===== config.mk =====
export PLATFORM = sky130hd
export DESIGN_NAME = gcd_lcm_stage_flat
export DESIGN_NICKNAME = d
export VERILOG_FILES = /design/src/rtl/gcd_lcm_stage_if.sv /design/src/rtl/gcd_lcm_stage.sv /design/src/flat_wrapper.sv
export SDC_FILE = /design/constraint.sdc
export NUM_CORES = 1
export LEC_CHECK = 0
export ABC_CLOCK_PERIOD_IN_PS = 2800
export BUFFER_PORTS_ARGS = -buffer_cell sky130_fd_sc_hd__buf_2
export CAP_MARGIN = 10
export CORE_MARGIN = 2
export CORE_UTILIZATION = 54
export DETAILED_ROUTE_END_ITERATION = 10
export GPL_TIMING_DRIVEN = 0
export PLACE_DENSITY = 0.75
export SYNTH_ARGS = -nofsm -noshare
export SYNTH_HDL_FRONTEND = slang
export SYNTH_SLANG_ARGS = --single-unit
export TNS_END_PERCENT = 10

===== constraint.sdc =====
create_clock -name clk -period 2.8 [get_ports clk]
set_input_delay 0 -clock clk [delete_from_list [all_inputs] [get_ports clk]]
set_output_delay 0 -clock clk [all_outputs]
set_load 0.02 [all_outputs]

===== src/rtl/gcd_lcm_stage_if.sv =====
// Handshake bundle for the LCM stage: operand side (A, B, gcd_in) and result side (lcm, err).
interface gcd_lcm_stage_if #(
  parameter int unsigned WIDTH = 5
) ();

  logic                 in_valid;
  logic                 in_ready;
  logic [WIDTH-1:0]     A;
  logic [WIDTH-1:0]     B;
  logic [WIDTH-1:0]     gcd_in;
  logic                 out_valid;
  logic                 out_ready;
  logic [2*WIDTH-1:0]   lcm;
  logic                 err;

  // Upstream / sink side
  modport master (
    output in_valid, A, B, gcd_in, out_ready,
    input  in_ready, out_valid, lcm, err
  );

  // LCM stage side
  modport slave (
    input  in_valid, A, B, gcd_in, out_ready,
    output in_ready, out_valid, lcm, err
  );

endinterface


===== src/rtl/gcd_lcm_stage.sv =====
// LCM stage: lcm = (A / gcd) * B using a restoring divider then a shift-add multiplier.
module gcd_lcm_stage #(
  parameter int unsigned WIDTH = 5
) (
  input  logic            clk,
  input  logic            rst,
  gcd_lcm_stage_if.slave  bus
);

  localparam int unsigned CntW = $clog2(WIDTH + 1);
  localparam logic [CntW-1:0] CntLast = CntW'(WIDTH - 1);

  typedef enum logic [1:0] {StIdle, StDiv, StMul, StDone} state_e;

  state_e               state_q;
  logic [WIDTH-1:0]     a_q;      // dividend, shifted left one bit per DIV cycle
  logic [WIDTH-1:0]     b_q;
  logic [WIDTH-1:0]     g_q;
  logic [WIDTH:0]       rem_q;    // partial remainder
  logic [WIDTH-1:0]     quot_q;   // quotient; consumed LSB first during MUL
  logic [2*WIDTH-1:0]   mcand_q;  // B shifted left one bit per MUL cycle
  logic [2*WIDTH-1:0]   acc_q;
  logic [CntW-1:0]      cnt_q;
  logic [2*WIDTH-1:0]   lcm_q;
  logic                 err_q;
  logic                 out_valid_q;

  logic [WIDTH:0]       rem_shift;
  logic                 rem_ge;
  logic [WIDTH:0]       rem_next;
  logic [WIDTH-1:0]     quot_next;
  logic [2*WIDTH-1:0]   acc_next;

  // One restoring-division step and one shift-add step, selected by state
  always_comb begin
    rem_shift = (rem_q << 1) | {{WIDTH{1'b0}}, a_q[WIDTH-1]};
    rem_ge    = rem_shift >= {1'b0, g_q};
    rem_next  = rem_ge ? rem_shift - {1'b0, g_q} : rem_shift;
    quot_next = {quot_q[WIDTH-2:0], rem_ge};
    acc_next  = acc_q + (quot_q[0] ? mcand_q : '0);
  end

  // Control FSM, datapath and registered outputs
  always_ff @(posedge clk or negedge rst) begin
    if (!rst) begin
      state_q     <= StIdle;
      a_q         <= '0;
      b_q         <= '0;
      g_q         <= '0;
      rem_q       <= '0;
      quot_q      <= '0;
      mcand_q     <= '0;
      acc_q       <= '0;
      cnt_q       <= '0;
      lcm_q       <= '0;
      err_q       <= 1'b0;
      out_valid_q <= 1'b0;
    end else begin
      unique case (state_q)
        StIdle: begin
          if (bus.in_valid) begin
            a_q     <= bus.A;
            b_q     <= bus.B;
            g_q     <= bus.gcd_in;
            rem_q   <= '0;
            quot_q  <= '0;
            mcand_q <= {{WIDTH{1'b0}}, bus.B};
            acc_q   <= '0;
            cnt_q   <= '0;
            if (bus.gcd_in == '0) begin
              state_q <= StDone;
              lcm_q   <= '0;
              err_q   <= 1'b1;
            end else if (bus.A == '0 || bus.B == '0) begin
              state_q <= StDone;
              lcm_q   <= '0;
              err_q   <= 1'b0;
            end else begin
              state_q <= StDiv;
            end
          end
        end
        StDiv: begin
          a_q    <= a_q << 1;
          rem_q  <= rem_next;
          quot_q <= quot_next;
          cnt_q  <= cnt_q + CntW'(1);
          if (cnt_q == CntLast) begin
            cnt_q <= '0;
            // A nonzero remainder means gcd_in does not divide A
            if (rem_next != '0) begin
              state_q <= StDone;
              lcm_q   <= '0;
              err_q   <= 1'b1;
            end else begin
              state_q <= StMul;
            end
          end
        end
        StMul: begin
          acc_q   <= acc_next;
          mcand_q <= mcand_q << 1;
          quot_q  <= quot_q >> 1;
          cnt_q   <= cnt_q + CntW'(1);
          if (cnt_q == CntLast) begin
            cnt_q   <= '0;
            state_q <= StDone;
            lcm_q   <= acc_next;
            err_q   <= 1'b0;
          end
        end
        StDone: begin
          // First DONE cycle raises out_valid; result then holds until the sink takes it
          if (!out_valid_q) begin
            out_valid_q <= 1'b1;
          end else if (bus.out_ready) begin
            out_valid_q <= 1'b0;
            state_q     <= StIdle;
          end
        end
        default: state_q <= StIdle;
      endcase
    end
  end

  assign bus.in_ready  = (state_q == StIdle);
  assign bus.out_valid = out_valid_q;
  assign bus.lcm       = lcm_q;
  assign bus.err       = err_q;

  // b_q is kept for debug visibility of the accepted operand set
  logic unused_b;
  assign unused_b = ^b_q;

endmodule


===== src/flat_wrapper.sv =====
// flat-port wrapper written by rule: the top's interface ports become plain ports
module gcd_lcm_stage_flat 
#(
  parameter int unsigned WIDTH = 5
)
  (clk, rst, bus_in_valid, bus_A, bus_B, bus_gcd_in, bus_out_ready, bus_in_ready, bus_out_valid, bus_lcm, bus_err);
  gcd_lcm_stage_if #(.WIDTH(WIDTH)) bus_i ();
  input  logic clk;
  input  logic rst;
  input wire logic [$bits(bus_i.in_valid)-1:0] bus_in_valid;
  input wire logic [$bits(bus_i.A)-1:0] bus_A;
  input wire logic [$bits(bus_i.B)-1:0] bus_B;
  input wire logic [$bits(bus_i.gcd_in)-1:0] bus_gcd_in;
  input wire logic [$bits(bus_i.out_ready)-1:0] bus_out_ready;
  output wire logic [$bits(bus_i.in_ready)-1:0] bus_in_ready;
  output wire logic [$bits(bus_i.out_valid)-1:0] bus_out_valid;
  output wire logic [$bits(bus_i.lcm)-1:0] bus_lcm;
  output wire logic [$bits(bus_i.err)-1:0] bus_err;
  assign bus_i.in_valid = bus_in_valid;
  assign bus_i.A = bus_A;
  assign bus_i.B = bus_B;
  assign bus_i.gcd_in = bus_gcd_in;
  assign bus_i.out_ready = bus_out_ready;
  assign bus_in_ready = bus_i.in_ready;
  assign bus_out_valid = bus_i.out_valid;
  assign bus_lcm = bus_i.lcm;
  assign bus_err = bus_i.err;
  gcd_lcm_stage #(.WIDTH(WIDTH)) u_core (.clk(clk), .rst(rst), .bus(bus_i));
endmodule

# Yosys cells after proc, flatten, opt, wreduce, memory -nomap -nowiden

Index checks and enable logic that the tools add are counted.

Register bits after elaboration: 57
Word-level logic and storage cells: 85
Input port bits: 19
Output and inout bits: 13

$add $sub $neg: 3
Equal/unequal tests: 11
Mux-type cells: 40
Magnitude comparators: 1
Reduce and logical (&&, ||, !) cells: 18
Bitwise operators: 1

Operators by type and width:

| kind                                           | count |
|---|---|
| two-way mux 10 bit                             | 9 |
| one-hot mux 10 bit (2 select lines)            | 2 |
| one-hot mux 10 bit (3 select lines)            | 1 |
| one-hot mux 5 bit (2 select lines)             | 2 |
| zero test 5 bit                                | 3 |
| two-way mux 5 bit                              | 3 |
| one-hot mux 5 bit (3 select lines)             | 1 |
| two-way mux 2 bit                              | 7 |
| adder 10 bit                                   | 1 |
| AND reduction 2 bit                            | 5 |
| two-way mux 1 bit                              | 9 |
| != test 2 x 1 -> 1 bit (second input constant) | 4 |
| one-hot mux 2 bit (4 select lines)             | 1 |
| >= comparator 6 x 5 -> 1 bit                   | 1 |
| two-way mux 3 bit                              | 2 |
| two-way mux 6 bit                              | 1 |
| bitwise OR 6 x 1 -> 6 bit                      | 1 |
| one-hot mux 3 bit (2 select lines)             | 1 |
| AND reduction 6 bit                            | 1 |
| nonzero test 2 bit                             | 3 |
| nonzero test 6 bit                             | 1 |
| subtractor 6 x 5 -> 6 bit                      | 1 |
| AND reduction 5 bit                            | 1 |
| equality test 2 bit (second input constant)    | 2 |
| other kinds (10)                               | 11 |

# Depth between registers and ports, before layout

Word-level depth: 7
Gate-level depth with buffers: 12
Depth with buffers taken out: 11

# Least setup slack after synthesis

Ideal clock, no wire load.

Kind: reg2reg
From: register u_core.a_q[4]
To: register u_core.lcm_q[0] (netlist: u_core.bus.lcm[0])
Clock period less this slack: 2684 ps
Cell stages (with the launch flop): 13
Arrival time: 2559 ps
Buffers on the path: 1
Slack: 116 ps
Library setup time: 125 ps
Required time: 2675 ps
Path through: dfrtp_1 > inv_1 > ha_1 > inv_1 > fa_1 > a21oi_1 > o21ai_2 > a21boi_2 > or4_4 > a21oi_4 > a31oi_2 > buf_6 > mux2_4

Word-level cells in the longest chain between the ends: 6
Elaborated cells between the ends (all ways): 7
Those cells by class: add/sub (1); order compare (1); eq/ne (1); mux (1); bitwise (1); reduce/logical (2)

Ends and longest elaborated chain:

| element                                                                   | line                                     | RTL |
|---|---|---|
| start: declaration                                                        | gcd_lcm_stage.sv:16                      | `logic [WIDTH-1:0] a_q;` |
| start signal: assignment                                                  | gcd_lcm_stage.sv:62                      | `a_q <= bus.A;` |
| start signal: assignment                                                  | gcd_lcm_stage.sv:84                      | `a_q <= a_q << 1;` |
| bitwise OR 6 x 1 -> 6 bit *                                               | gcd_lcm_stage.sv:36                      | `rem_shift = (rem_q << 1) \| {{WIDTH{1'b0}}, a_q[WIDTH-1]};` |
| subtractor 6 x 5 -> 6 bit or >= comparator 6 x 5 -> 1 bit (tied branches) | gcd_lcm_stage.sv:38, gcd_lcm_stage.sv:37 |  |
| two-way mux 6 bit *                                                       | gcd_lcm_stage.sv:38                      | `rem_next = rem_ge ? rem_shift - {1'b0, g_q} : rem_shift;` |
| nonzero test 6 bit *                                                      | gcd_lcm_stage.sv:91                      | `if (rem_next != '0) begin` |
| != test 2 x 1 -> 1 bit (no source line) *                                 | n/a                                      |  |
| AND reduction 6 bit (no source line) *                                    | n/a                                      |  |
| end signal: assignment                                                    | gcd_lcm_stage.sv:108                     | `lcm_q <= acc_next;` |
| end: declaration                                                          | gcd_lcm_stage.sv:24                      | `logic [2*WIDTH-1:0] lcm_q;` |

Mark *: on every way between the ends. The rest lies on a longest branch, timed or not.
A chain may end at the register's enable or synchronous reset.

# Worst setup path after layout

Ends and elaborated chain as after synthesis.

==> run metrics <==
crit path DAT 2930 ps; Max Cap Viol 0; Hold WS -1.28 ps; power density cells 1090 nW/um2; crit end category flop; met1 Use GR 28.4%; IO Pins 32; failing checks hold timing; CTS Buf Count 9; P&R area growth vs syn 19.1%; VDD IR max 756 uV; Detailed Place HPWL 5.45 mm; global routing's busiest layer met2; met3 GRT Util 4.95%; drt drc 0; Rel. slew slack 56.6%; R2R cell count 12; Site Rows 29; area share of the largest cell type after synthesis 41.2%; Placer Congestion 0.817; ANT nets after route 0; vias in the first global route 2,798; largest net degree at the start of global routing 37; Post-Route Utilization 65.6%; Post-synth EDFFs 0; initial antenna violation count 0; critical path peak fanout 5; CTS Sinks 57; post-synthesis sequential area ratio 41.2%; Multi-input gate area 1960 um2; # H-tree levels 3; Worst setup SP type flop; Clock Pin Slew Worst Setup and Hold Paths 60 ps; Port Buf Inserts 31; min cycle time layout 2710 ps; Max Slew Vio Count 0; most common library cells after synthesis dfrtp_1, nand2_1, o21ai_0, nor2_1, ha_1; all-layer global routing usage 22.8%; P_leak 1.95 nW; Die X 84.0 um; Root Buffer clkbuf_8; syn nets 390; Critical Path RT 3020 ps; Initial DRC Count 103; post-synthesis area per instance 9.94 um2; largest cells by area after synthesis dfrtp_1, ha_1, mux2i_1; DR WL/cell 15.4 um; cell accounting for the most synthesized area dfrtp_1; flops & latches, synth 57; Final Hold Vio Count 1; Vias/cell 5.73; DR vias 2,809; Layout fillers 510; post-synth cell types 50; Hold Path Class in -> reg; top_reg_cell synth dfrtp_1; nets 453; FFs w/ async S/R, synth 100%; Clk Latency, worst-skew pair 330 ps; Ys Warns 0; GRT met2 Usage 39.1%; Cells after Synth 348; storage element area 1430 um2; core footprint 6280 um2; Clock Skews 10.5 ps; FMAX 368 MHz; Die Span Y 84.0 um; Total Wirelength 7.54 mm; fraction of final layout cells sized beyond drive strength 1 22.3%; clk buf depth 2; TritonRoute pass-1 iters 4; grt ovf 0; Initial Util 55.1%; critical path type reg -> reg; CTS tree done; antenna diode count 0; final worst-path cycle share 97.0%; status finished, violations left; Slew @ Worst Pin 651 ps; Worst Hold Path Cells 4; Synth Cell Area 3460 um2; die area 7060 um2; first-pass GRT wire length 13.0 mm; count leader, synth dfrtp_1; Final setup viols 0
[critical path, stage by stage, from the launching register on]
cell and delay, ps:
dfrtp_1 390, inv_1 60, ha_2 170, inv_1 60, fa_2 240, a21oi_2 60, o21ai_2 180, a21boi_4 90
or4_4 550, a21oi_4 190, a31oi_4 130, buf_6 180, mux2_4 300
[area by class of cell]
class,count,share of cell area [%]
buffer,12,1.28
clock buffer,12,3.52
clock inverter,1,0.122
inverter,18,1.64
multi-input combinational,260,47.5
sequential,57,34.6
tap,77,2.34
timing repair buffer,53,8.96
[cells by family (layout without fill, tap and decap cells)]
logic type | count (synthesis) | in the layout | share of synthesized area [%]
and+or+nand+nor | 97 | 97 | 13.6
AOI/OAI and AO/OA | 91 | 91 | 17.2
DFF | 57 | 57 | 41.2
muxes | 40 | 40 | 13.4
buffers and inverters | 31 | 96 | 3.58
adders and majority gates | 23 | 23 | 8.75
xor gates and xnor gates | 9 | 9 | 2.28
[worst paths after layout]
kind,startpoint,to,slack (ps)
max,u_core.a_q[4]$_DFFE_PN0P_,u_core.bus.lcm[0]$_DFFE_PN0P_,90
min,bus_out_ready,u_core.bus.out_valid$_DFFE_PN0N_,-1
max reg2reg,u_core.a_q[4]$_DFFE_PN0P_,u_core.bus.lcm[0]$_DFFE_PN0P_,90
min reg2reg,u_core.a_q[3]$_DFFE_PN0P_,u_core.a_q[3]$_DFFE_PN0P_,480
max in group asynchronous,rst,u_core.bus.out_valid$_DFFE_PN0N_,2050
min in group asynchronous,rst,u_core.bus.lcm[4]$_DFFE_PN0P_,180
[power breakdown]
part	leakage (nW)	total (mW)	internal, mW	switching [mW]
combinational	1.12	2.57	1.13	1.44
sequential	0.750	1.28	1.07	0.203
clock	0.0782	0.631	0.329	0.302
total	1.95	4.47	2.53	1.94
[metrics by stage]
stage,setup slack [ps],setup TNS [ps],power (mW),instance area [um2],cells
after floorplan,116,0,2.98,3460,348
after global placement,-233,-2120,3.44,3710,456
after detailed placement,-262,-2440,3.51,3730,457
after CTS,1.68,0,4.42,4090,489
after global routing,-27.3,-145,4.85,4120,490
final,85.2,0,4.47,4120,490
[state kept, by name (all words and copies together), names as in the netlist]
register              count
u_core.a_q                5
u_core.bus.out_valid      1
u_core.g_q                5
u_core.cnt_q              3
u_core.bus.lcm           10
u_core.mcand_q           10
u_core.acc_q             10
u_core.state_q            2
u_core.quot_q             5
u_core.bus.err            1
u_core.rem_q              5
[what timing repair did]
action | CTS | global route
pin swaps | 1 | 1
endpoints found under the hold margin | 33 | 0
gates cloned | 1 | 0
setup buffers | 5 | 2
hold buffers | 13 | 0
resized for setup | 6 | 6
setup endpoints to repair | 11 | 15
[layer usage]
layer / up-vias / share of wire, %
met3: 17 / 5.3
met5: - / 0
met2: 80 / 50
met1: 1352 / 43
li1: 1360 / -
met4: 0 / 2.1
[layout by cell type (no fill, tap or decap), types with 2 or more instances in the layout]
cell	n
a21o_1	3
a21oi_1	14
a21oi_2	3
a22o_1	5
a22oi_1	10
and2_1	12
buf_2	31
buf_4	7
buf_6	2
clkbuf_1	13
clkbuf_8	10
dfrtp_1	57
dlygate4sd3_1	13
ha_1	20
inv_1	17
mux2_2	14
mux2_4	9
mux2i_1	17
nand2_1	32
nand2b_1	6
nand3_1	3
nor2_1	25
nor2b_1	6
nor3_1	2
nor4_1	2
o21a_1	2
o21ai_0	32
o21ai_2	2
o22ai_1	2
o31a_1	2
o31ai_1	3
or4_1	3
xnor2_1	5
xor2_1	4
Power figures use the tool's default switching activity.
